## src/rtl/fuzzy_pkg.sv

```systemverilog
// Shared fixed-point constants, FSM state type and mu clamp helper for the defuzzifier.
package fuzzy_pkg;

  // Q1.15 firing strength and Q7.0 singleton position widths
  localparam int unsigned Q15_W      = 16;
  localparam int unsigned Q7_W       = 8;
  // mu (<= 1.0) times a Q7.0 position always fits in 24 signed bits
  localparam int unsigned PROD_W     = 24;
  // quotient bits produced by the serial divider (one of them fractional)
  localparam int unsigned DIV_QUOT_W = 10;

  localparam logic [Q15_W-1:0] MU_ONE = 16'h8000;

  typedef enum logic [1:0] {
    StIdle,
    StAcc,
    StDiv,
    StDone
  } state_e;

  // Q1.15 codes above 1.0 are not meaningful strengths; pin them to 1.0
  function automatic logic [Q15_W-1:0] clamp_mu(input logic [Q15_W-1:0] mu);
    return (mu > MU_ONE) ? MU_ONE : mu;
  endfunction

endpackage

```

## src/rtl/udiv_serial.sv

```systemverilog
// Restoring unsigned divider, one quotient bit per cycle.
// The start cycle already computes the first bit from the operand inputs, so
// QuotWidth bits are finished after QuotWidth cycles; done_o flags the final one
// and quot_o holds the result from the following cycle until the next start.
// The dividend must satisfy dividend < divisor * 2**QuotWidth, otherwise ovf_o is set.
module udiv_serial #(
  parameter int unsigned DvdWidth  = 29,
  parameter int unsigned DvsWidth  = 20,
  parameter int unsigned QuotWidth = 10
) (
  input  logic                 clk_i,
  input  logic                 rst_ni,
  input  logic                 start_i,
  input  logic [DvdWidth-1:0]  dividend_i,
  input  logic [DvsWidth-1:0]  divisor_i,
  output logic                 busy_o,
  output logic                 done_o,
  output logic [QuotWidth-1:0] quot_o,
  output logic                 ovf_o
);

  localparam int unsigned RemW = DvsWidth + 1;
  localparam int unsigned ExtW = DvdWidth + RemW;
  localparam int unsigned CntW = $clog2(QuotWidth + 1);

  logic [DvsWidth-1:0]  rem_q, rem_d, src_rem, src_dvs, dvs_q, trial;
  logic [QuotWidth-1:0] low_q, low_d, src_low, quot_q, quot_d, src_quot;
  logic [RemW-1:0]      shifted;
  logic [ExtW-1:0]      hi_ext, dvs_ext;
  logic [CntW-1:0]      cnt_q, cnt_d;
  logic                 busy_q, busy_d, ovf_q, ovf_d, fits, step;

  // One restoring step; on start the operands come straight from the inputs
  always_comb begin
    hi_ext   = {{RemW{1'b0}}, dividend_i} >> QuotWidth;
    dvs_ext  = {{(DvdWidth + 1){1'b0}}, divisor_i};
    src_rem  = start_i ? hi_ext[DvsWidth-1:0] : rem_q;
    src_low  = start_i ? dividend_i[QuotWidth-1:0] : low_q;
    src_dvs  = start_i ? divisor_i : dvs_q;
    src_quot = start_i ? '0 : quot_q;
    shifted  = {src_rem, src_low[QuotWidth-1]};
    fits     = shifted >= {1'b0, src_dvs};
    // shifted < 2*divisor, so after a successful subtract the remainder fits DvsWidth
    trial    = shifted[DvsWidth-1:0] - src_dvs;
    rem_d    = fits ? trial : shifted[DvsWidth-1:0];
    quot_d   = {src_quot[QuotWidth-2:0], fits};
    low_d    = {src_low[QuotWidth-2:0], 1'b0};
    ovf_d    = start_i ? (hi_ext >= dvs_ext) : ovf_q;
    step     = start_i || busy_q;
  end

  // Iteration counter and busy/done sequencing
  always_comb begin
    busy_d = busy_q;
    cnt_d  = cnt_q;
    done_o = busy_q && (cnt_q == CntW'(QuotWidth - 1));
    if (start_i) begin
      busy_d = 1'b1;
      cnt_d  = CntW'(1);
    end else if (done_o) begin
      busy_d = 1'b0;
      cnt_d  = '0;
    end else if (busy_q) begin
      cnt_d  = cnt_q + CntW'(1);
    end
  end

  // Divider datapath and control registers
  always_ff @(posedge clk_i or negedge rst_ni) begin
    if (!rst_ni) begin
      rem_q  <= '0;
      dvs_q  <= '0;
      low_q  <= '0;
      quot_q <= '0;
      ovf_q  <= 1'b0;
      busy_q <= 1'b0;
      cnt_q  <= '0;
    end else begin
      busy_q <= busy_d;
      cnt_q  <= cnt_d;
      if (step) begin
        rem_q  <= rem_d;
        dvs_q  <= src_dvs;
        low_q  <= low_d;
        quot_q <= quot_d;
        ovf_q  <= ovf_d;
      end
    end
  end

  assign busy_o = busy_q;
  assign quot_o = quot_q;
  assign ovf_o  = ovf_q;

endmodule

```

## src/rtl/defuzz_wavg.sv

```systemverilog
// Weighted-average (singleton) defuzzifier: accumulates sum(mu*pos) and sum(mu)
// over a stream of rule terms, then divides serially and rounds to a Q7.0 output.
module defuzz_wavg
  import fuzzy_pkg::*;
#(
  parameter int unsigned MAX_TERMS = 16
) (
  input  logic             clk,
  input  logic             rst_n,
  input  logic             term_valid,
  output logic             term_ready,
  input  logic [Q15_W-1:0] term_mu,
  input  logic [Q7_W-1:0]  term_pos,
  input  logic             term_last,
  output logic             out_valid,
  input  logic             out_ready,
  output logic [Q7_W-1:0]  y,
  output logic             den_zero,
  output logic             trunc
);

  localparam int unsigned CW   = $clog2(MAX_TERMS);
  localparam int unsigned NumW = PROD_W + CW;
  localparam int unsigned DenW = Q15_W + CW;
  localparam int unsigned DvdW = NumW + 1;
  localparam int unsigned CntW = $clog2(MAX_TERMS + 1);

  state_e                   state_q, state_d;
  logic signed [NumW-1:0]   num_q, num_d;
  logic [DenW-1:0]          den_q, den_d;
  logic [CntW-1:0]          cnt_q, cnt_d, idx;
  logic                     trunc_q, trunc_d;

  logic [Q15_W-1:0]         mu_c;
  logic signed [PROD_W-1:0] prod;
  logic                     accept, hit_max, last_eff;

  logic                     num_neg, den_is_zero;
  logic [NumW-1:0]          num_mag;
  logic [DvdW-1:0]          dividend;
  logic                     div_start, div_busy, div_done, div_ovf;
  logic [DIV_QUOT_W-1:0]    quot;
  logic [DIV_QUOT_W:0]      rnd, mag;
  logic [Q7_W-1:0]          y_sat;

  // Term datapath: clamped strength, signed product, truncation detection
  always_comb begin
    mu_c     = clamp_mu(term_mu);
    prod     = PROD_W'($signed({1'b0, mu_c})) * PROD_W'($signed(term_pos));
    accept   = term_valid && term_ready;
    idx      = (state_q == StIdle) ? '0 : cnt_q;
    hit_max  = (idx == CntW'(MAX_TERMS - 1));
    last_eff = term_last || hit_max;
  end

  // FSM next state and accumulator updates
  always_comb begin
    state_d    = state_q;
    num_d      = num_q;
    den_d      = den_q;
    cnt_d      = cnt_q;
    trunc_d    = trunc_q;
    term_ready = 1'b0;
    unique case (state_q)
      StIdle: begin
        term_ready = 1'b1;
        if (accept) begin
          num_d   = NumW'(prod);
          den_d   = DenW'(mu_c);
          cnt_d   = CntW'(1);
          trunc_d = hit_max && !term_last;
          state_d = last_eff ? StDiv : StAcc;
        end
      end
      StAcc: begin
        term_ready = 1'b1;
        if (accept) begin
          num_d   = num_q + NumW'(prod);
          den_d   = den_q + DenW'(mu_c);
          cnt_d   = cnt_q + CntW'(1);
          trunc_d = hit_max && !term_last;
          state_d = last_eff ? StDiv : StAcc;
        end
      end
      StDiv: begin
        if (div_done) state_d = StDone;
      end
      StDone: begin
        if (out_ready) state_d = StIdle;
      end
      default: state_d = StIdle;
    endcase
  end

  // State and accumulator registers; reset abandons any transaction in flight
  always_ff @(posedge clk or negedge rst_n) begin
    if (!rst_n) begin
      state_q <= StIdle;
      num_q   <= '0;
      den_q   <= '0;
      cnt_q   <= '0;
      trunc_q <= 1'b0;
    end else begin
      state_q <= state_d;
      num_q   <= num_d;
      den_q   <= den_d;
      cnt_q   <= cnt_d;
      trunc_q <= trunc_d;
    end
  end

  // Divider operands: 2*|num| gives the quotient one fractional bit
  always_comb begin
    num_neg   = num_q[NumW-1];
    num_mag   = num_neg ? ($unsigned(~num_q) + NumW'(1)) : $unsigned(num_q);
    dividend  = {num_mag, 1'b0};
    div_start = (state_q == StDiv) && !div_busy;
  end

  udiv_serial #(
    .DvdWidth  (DvdW),
    .DvsWidth  (DenW),
    .QuotWidth (DIV_QUOT_W)
  ) u_div (
    .clk_i      (clk),
    .rst_ni     (rst_n),
    .start_i    (div_start),
    .dividend_i (dividend),
    .divisor_i  (den_q),
    .busy_o     (div_busy),
    .done_o     (div_done),
    .quot_o     (quot),
    .ovf_o      (div_ovf)
  );

  // Round half away from zero on the magnitude, re-apply sign, saturate.
  // num/den and the quotient are frozen in DONE, so the result holds under backpressure.
  always_comb begin
    rnd         = {1'b0, quot} + (DIV_QUOT_W + 1)'(1);
    mag         = rnd >> 1;
    den_is_zero = (den_q == '0);
    if (!num_neg) begin
      y_sat = (div_ovf || mag > (DIV_QUOT_W + 1)'(127)) ? 8'h7f : mag[Q7_W-1:0];
    end else begin
      y_sat = (div_ovf || mag > (DIV_QUOT_W + 1)'(128)) ? 8'h80 : (~mag[Q7_W-1:0] + 8'd1);
    end
    out_valid = (state_q == StDone);
    den_zero  = out_valid && den_is_zero;
    y         = (out_valid && !den_is_zero) ? y_sat : '0;
    trunc     = trunc_q;
  end

endmodule

```

## config.mk

```make
export PLATFORM = sky130hd
export DESIGN_NAME = defuzz_wavg
export DESIGN_NICKNAME = d
export VERILOG_FILES = /design/src/rtl/fuzzy_pkg.sv /design/src/rtl/udiv_serial.sv /design/src/rtl/defuzz_wavg.sv
export SDC_FILE = /design/constraint.sdc
export NUM_CORES = 1
export LEC_CHECK = 0
export CAP_MARGIN = 20
export CORE_AREA = 2 2 194 196
export DETAILED_ROUTE_END_ITERATION = 16
export DIE_AREA = 0 0 196 198
export PLACE_DENSITY = 0.58
export SYNTH_ARGS = -nofsm -noshare
export SYNTH_HDL_FRONTEND = slang
export SYNTH_SLANG_ARGS = --single-unit
```

## constraint.sdc

```tcl
create_clock -name clk -period 9.95 [get_ports clk]
set_input_delay 1.99 -clock clk [delete_from_list [all_inputs] [get_ports clk]]
set_output_delay 1.99 -clock clk [all_outputs]
set_load 0.01 [all_outputs]
```

* After elaboration in Yosys (flattened, before gate mapping)
Index checks and enable logic that the tools add are counted.
** Word-level totals
- Bits in registers :: 121
- Bits in latches :: 0
- Bits in writable memories :: 0
- Bits in read-only memories :: 0
- Input port bits :: 29
- Output and inout bits :: 12
- Memories :: 0
** Operators by class
- Add/sub/neg operators :: 8
- $mul :: 1
- Div/mod/pow operators :: 0
- Order comparisons :: 5
- Equality and inequality tests :: 10
- Shift operators :: 0
- Multiplexer cells :: 32
- Bitwise logic cells :: 2
- Reductions and logical operators :: 23
** Operators by type and width (count)
- $mux W20 :: 5
- $mux W28 :: 3
- $pmux W28 S2 :: 1
- $pmux W20 S2 :: 1
- $mux W8 :: 4
- $add A28 B1 Y28 const B :: 1
- $add A28 B24 Y28 :: 1
- $not A28 Y28 :: 1
- $mul A17 B8 Y24 :: 1
- $ge A21 B20 Y1 :: 1
- $add A20 B16 Y20 :: 1
- $ge A19 B20 Y1 :: 1
- $logic_not A20 Y1 :: 1
- $sub A20 B20 Y20 :: 1
- $gt A16 B16 Y1 const B :: 1
- $mux W16 :: 1
- $mux W5 :: 3
- $mux W4 :: 3
- $add A10 B1 Y11 const B :: 1
- $gt A10 B7 Y1 const B :: 1
- $gt A10 B8 Y1 const B :: 1
- $mux W10 :: 1
- $pmux W5 S2 :: 1
- $mux W9 :: 1
- other kinds (22) :: 44

* Longest topological paths before layout
- Word-level depth :: 7
- Mapped depth :: 32
- Depth with buffers taken out :: 30

* Hierarchy
From an unflattened synthesis, not the netlist that was laid out.
** Second synthesis, totals
- Cell total of the unflattened synthesis :: 1822
- Area total of the unflattened synthesis :: 15105.7 µm²
** Modules (own cells, without submodules)
- defuzz_wavg :: times used 1, cells an instance 1306, area each 10376.2 µm²
- udiv_serial :: times used 1, cells an instance 516, area each 4729.5 µm²

* Worst setup path after synthesis
OpenSTA, ideal clock, no wires.
- Path type :: in2reg
- Start point :: input term_mu[7]
- End point :: register num_q[27]
- Arrival time :: 9.322 ns
- Path slack :: 0.548 ns
- Stages :: 29
- Buffers on the path :: 2
- Path through :: nor4_1 nand4_1 nand2_1 clkbuf_1 clkbuf_1 and3_1 fa_1 fa_1 fa_1 inv_1 fa_1 inv_1 ha_1 a2111oi_2 o21ai_0 a2111oi_0 nor3_1 or3_1 a21oi_1 xnor2_1 ha_1 a21o_1 a31oi_1 o311ai_0 a221o_1 a211oi_1 nor3_1 a221oi_1 a2bb2oi_1
** On the way
- Word-level cells in the longest chain between the ends :: 6
** Ends and longest elaborated chain
- start, declared :: line defuzz_wavg.sv:12 : input logic [Q15_W-1:0] term_mu,
- $gt A16 B16 Y1 :: line fuzzy_pkg.sv:23 : return (mu > MU_ONE) ? MU_ONE : mu;
- $mux W16 * :: line fuzzy_pkg.sv:23
- $mul A17 B8 Y24 * :: line defuzz_wavg.sv:49 : prod = PROD_W'($signed({1'b0, mu_c})) * PROD_W'($signed(term_pos));
- $add A28 B24 Y28 :: line defuzz_wavg.sv:78 : num_d = num_q + NumW'(prod);
- $mux W28 :: line defuzz_wavg.sv:77 : if (accept) begin
- $pmux W28 S2 * :: line defuzz_wavg.sv:64 : unique case (state_q)
- end signal, assigned :: line defuzz_wavg.sv:105 : num_q <= num_d;
- end, declared :: line defuzz_wavg.sv:29 : logic signed [NumW-1:0] num_q, num_d;
Every way passes the cells marked *; elsewhere a longest branch is shown, timed or not. The select of a mux whose other input is x is not followed.
A chain may end at the register's enable or synchronous reset.

* Worst setup path after layout
Same ends and word-level chain as after synthesis.

==> results.sh <==
export IMPL_status="completed"
export IMPL_initialDrtViolationCount=762
export IMPL_nFillCells=3696
export IMPL_drv_cap=0
export IMPL_finalHoldViolations=0
export IMPL_p_per_area_nw_per_um2=361.4
export IMPL_antenna_left=0
export IMPL_synth_top_cell_area_share_pct=20.75
export IMPL_grt_usage_pct=21.13
export IMPL_clock_skew_ns=0.01357
export IMPL_syn_nets=2063
export IMPL_dieArea_sq_um=38810
export IMPL_dr_pass1_iters=5
export IMPL_crit_type="primary input to flop"
export IMPL_die_y_microns=198
export IMPL_start_util_pct=39.15
export IMPL_p_switching_uw=2944
export IMPL_grt_pass1_wl_mm=65.60
export IMPL_grt_max_degree=74
export IMPL_vdd_ir_drop_max_mv=0.1478
export IMPL_tightest_slew_ns=1.040
export IMPL_ios=41
export IMPL_io_buffers=40
export IMPL_yosysMostFrequentCell="nand2_1"
export IMPL_num_rows=71
export IMPL_dpl_hpwl_mm=30.99
export IMPL_seqPwrFrac_pct=16.6
export IMPL_tns_ns=0
export IMPL_numClockSinks=120
export IMPL_fp_dieW_microns=196
export IMPL_power_share_combinational_pct=72.3
export IMPL_synth_edf_count=0
export IMPL_swShare_pct=50.39
export IMPL_clk_latency_ns=0.43
export IMPL_antenna_cells=0
export IMPL_gp_congestion=0.9205
export IMPL_drc=0
export IMPL_end_kind="flop"
export IMPL_pwr_share_clk_pct=11.1
export IMPL_netlist_instances=1798
export IMPL_slew_viol_final=0
export IMPL_avgSynthCellArea_sq_um=8.047
export IMPL_setup_viol_count_final=0
export IMPL_cts_root_buf="clkbuf_16"
export IMPL_viasPerCell=5.497
export IMPL_hold_buffers=0
export IMPL_leakagePower_uw=0.007729
export IMPL_critPathTopFamily="adder cells"
export IMPL_clk_path_buf_depth=2
export IMPL_synth_cell_type_count=71
export IMPL_cp_slowest_stage_delay_ns=0.56
export IMPL_synthFlopType="dfrtp_1"
export IMPL_htree_levels=4
export IMPL_drive_gt1_share_pct=5.770
export IMPL_crit_fanout=21
export IMPL_dp_cells=2279
export IMPL_yosysSeqAreaShare_pct=20.75
export IMPL_yosysTopAreaCell="dfrtp_1"
export IMPL_hold_class="flop to flop"
export IMPL_core_area_sq_um=36960
export IMPL_crit_buf_inv=6
export IMPL_routed_wirelength_mm=39.68
export IMPL_fin_crit_sh_pct=94.60
export IMPL_gr_total_overflow=0
export IMPL_critPathLaunchType="primary input"
export IMPL_fin_util_pct=43.74
export IMPL_period_needed_ns=9.413
export IMPL_yosys_warnings=0
export IMPL_synthTopCellsByCount="nand2_1 (207), inv_1 (180), ha_1 (148)"
export IMPL_netlist_area_sq_um=14470
export IMPL_finalNetCount=2089
export IMPL_seq_area_sq_um=3003
export IMPL_slowest_stage="fa_1"
export IMPL_async_flop_share_pct=100.0
export IMPL_final_cells=2311
export IMPL_num_vias=12700
export IMPL_arrival_ns=9.70
export IMPL_cts_tree="yes"
export IMPL_cts_clk_slew_worst_paths_ns=0.06
export IMPL_crit_top_cell="fa_1"
export IMPL_grt_pass1_vias=12600
export IMPL_avgRoutedWirePerCell_microns=17.17
export IMPL_internal_power_uw=2898
export IMPL_max_slew_margin_rel_pct=30.42
export IMPL_cts_inserted_buffers=17
export IMPL_synth_area_leaders="dfrtp_1 (21%), ha_1 (13%), fa_1 (12%)"
export IMPL_ys_ff_latch=120
export IMPL_multi_input_area_sq_um=10520
export IMPL_crit_required_ns=10.23
export IMPL_antenna_found_initial=0
export IMPL_syn2layout_area_growth_pct=11.73
export IMPL_fmax_mhz=106.2
[tightest hold or removal path, stage by stage, from the launching register on]
cell     delay [ns]
dfrtp_1        0.32
nand2_1        0.06
nand2_1        0.06
[final timing paths]
check	from	end	slack, ns	depth (start not counted)
hold reg to reg	u_div.dvs_q[0]	u_div.dvs_q[0]	0.47	2
setup reg to reg	num_q[2]	u_div.rem_q[0]	4.38	16
min in group asynchronous	rst_n	u_div.rem_q[5]	1.68	1
setup / recovery	term_mu[7]	num_q[27]	0.54	31
hold / removal	u_div.dvs_q[0]	u_div.dvs_q[0]	0.47	2
max in group asynchronous	rst_n	u_div.dvs_q[11]	6.95	2
[stage by stage]
step / hold slack (ns) / setup WS, ns / area (sq um) / power [uW]
after floorplan: 0.4387 / 0.5482 / 14470 / 4146
after global placement: 0.4589 / 0.06769 / 15530 / 5071
after detailed placement: 0.4570 / -0.1800 / 15530 / 5138
after CTS: 0.4712 / 0.2570 / 16140 / 5811
after global routing: 0.4934 / -0.001916 / 16170 / 6448
final: 0.4695 / 0.5374 / 16170 / 5842
[timing repair]
item	CTS	global route
resized for setup	0	6
buffers inserted	0	0
endpoints found under the setup margin	0	4
hold endpoints to repair	0	0
[power groups by stage]
stage | Clock [uW] | Combinational [uW] | Sequential (uW)
final | 647 | 4230 | 969
after global routing | 678 | 4770 | 1000
after global placement | 0 | 4110 | 964
after floorplan | 0 | 3260 | 884
after CTS | 656 | 4190 | 965
after detailed placement | 0 | 4170 | 972
[cells by family after synthesis]
| group | after synthesis | synth area share [%] |
|---|---|---|
| simple gates | 620 | 20.87 |
| xor+xnor | 99 | 6.045 |
| mux | 18 | 1.314 |
| fa+ha+maj | 236 | 24.97 |
| flops | 120 | 20.75 |
| compound gates | 445 | 19.30 |
| buf+inv | 260 | 6.745 |
[final cells by class]
class                   count  area share [%]
clock buffers              25           3.251
clock inverters             7          0.5418
inverters                 181           4.203
multi-input cells        1418           65.08
flip-flops and latches    120           18.58
well taps                 474           3.669
repair buffers             86           4.675
[placed cells by master, fill, tap and decap left out, types with 16 or more instances in the layout]
cell type | synthesis | layout
inv_1 | 180 | 180
a21o_1 | 50 | 50
nand2_1 | 207 | 206
a31oi_1 | 32 | 32
a211oi_1 | 18 | 17
nor2_1 | 130 | 130
ha_1 | 148 | 148
o31ai_1 | 16 | 16
xnor2_1 | 62 | 62
xor2_1 | 36 | 36
dfrtp_1 | 120 | 120
o21ai_0 | 135 | 134
buf_4 | 0 | 46
fa_1 | 88 | 88
clkdlybuf4s50_1 | 0 | 39
nand4_1 | 17 | 17
nor2b_1 | 17 | 16
clkbuf_16 | 0 | 17
nor3_1 | 28 | 28
a21oi_1 | 100 | 100
and3_1 | 37 | 37
nand3_1 | 40 | 40
and2_1 | 77 | 77
[per-layer routing]
layer | up-vias | share of wire, % | global-route usage, %
met4 | 0 | 2.2 | 6.173
li1 | 6258 | - | -
met1 | 6089 | 46 | 28.19
met3 | 54 | 4.9 | 2.998
met5 | - | 0 | 0
met2 | 303 | 46 | 35.67
[registers in the layout, indices dropped and copies added (netlist names)]
signal / flops
num_q: 28
u_div.dvs_q: 20
den_q: 20
state_q: 2
u_div.rem_q: 20
trunc: 1
u_div.quot_o: 10
u_div.ovf_o: 1
u_div.low_q: 8
u_div.cnt_q: 4
cnt_q: 5
u_div.busy_o: 1
No activity file was read; power rests on OpenSTA's default activity.
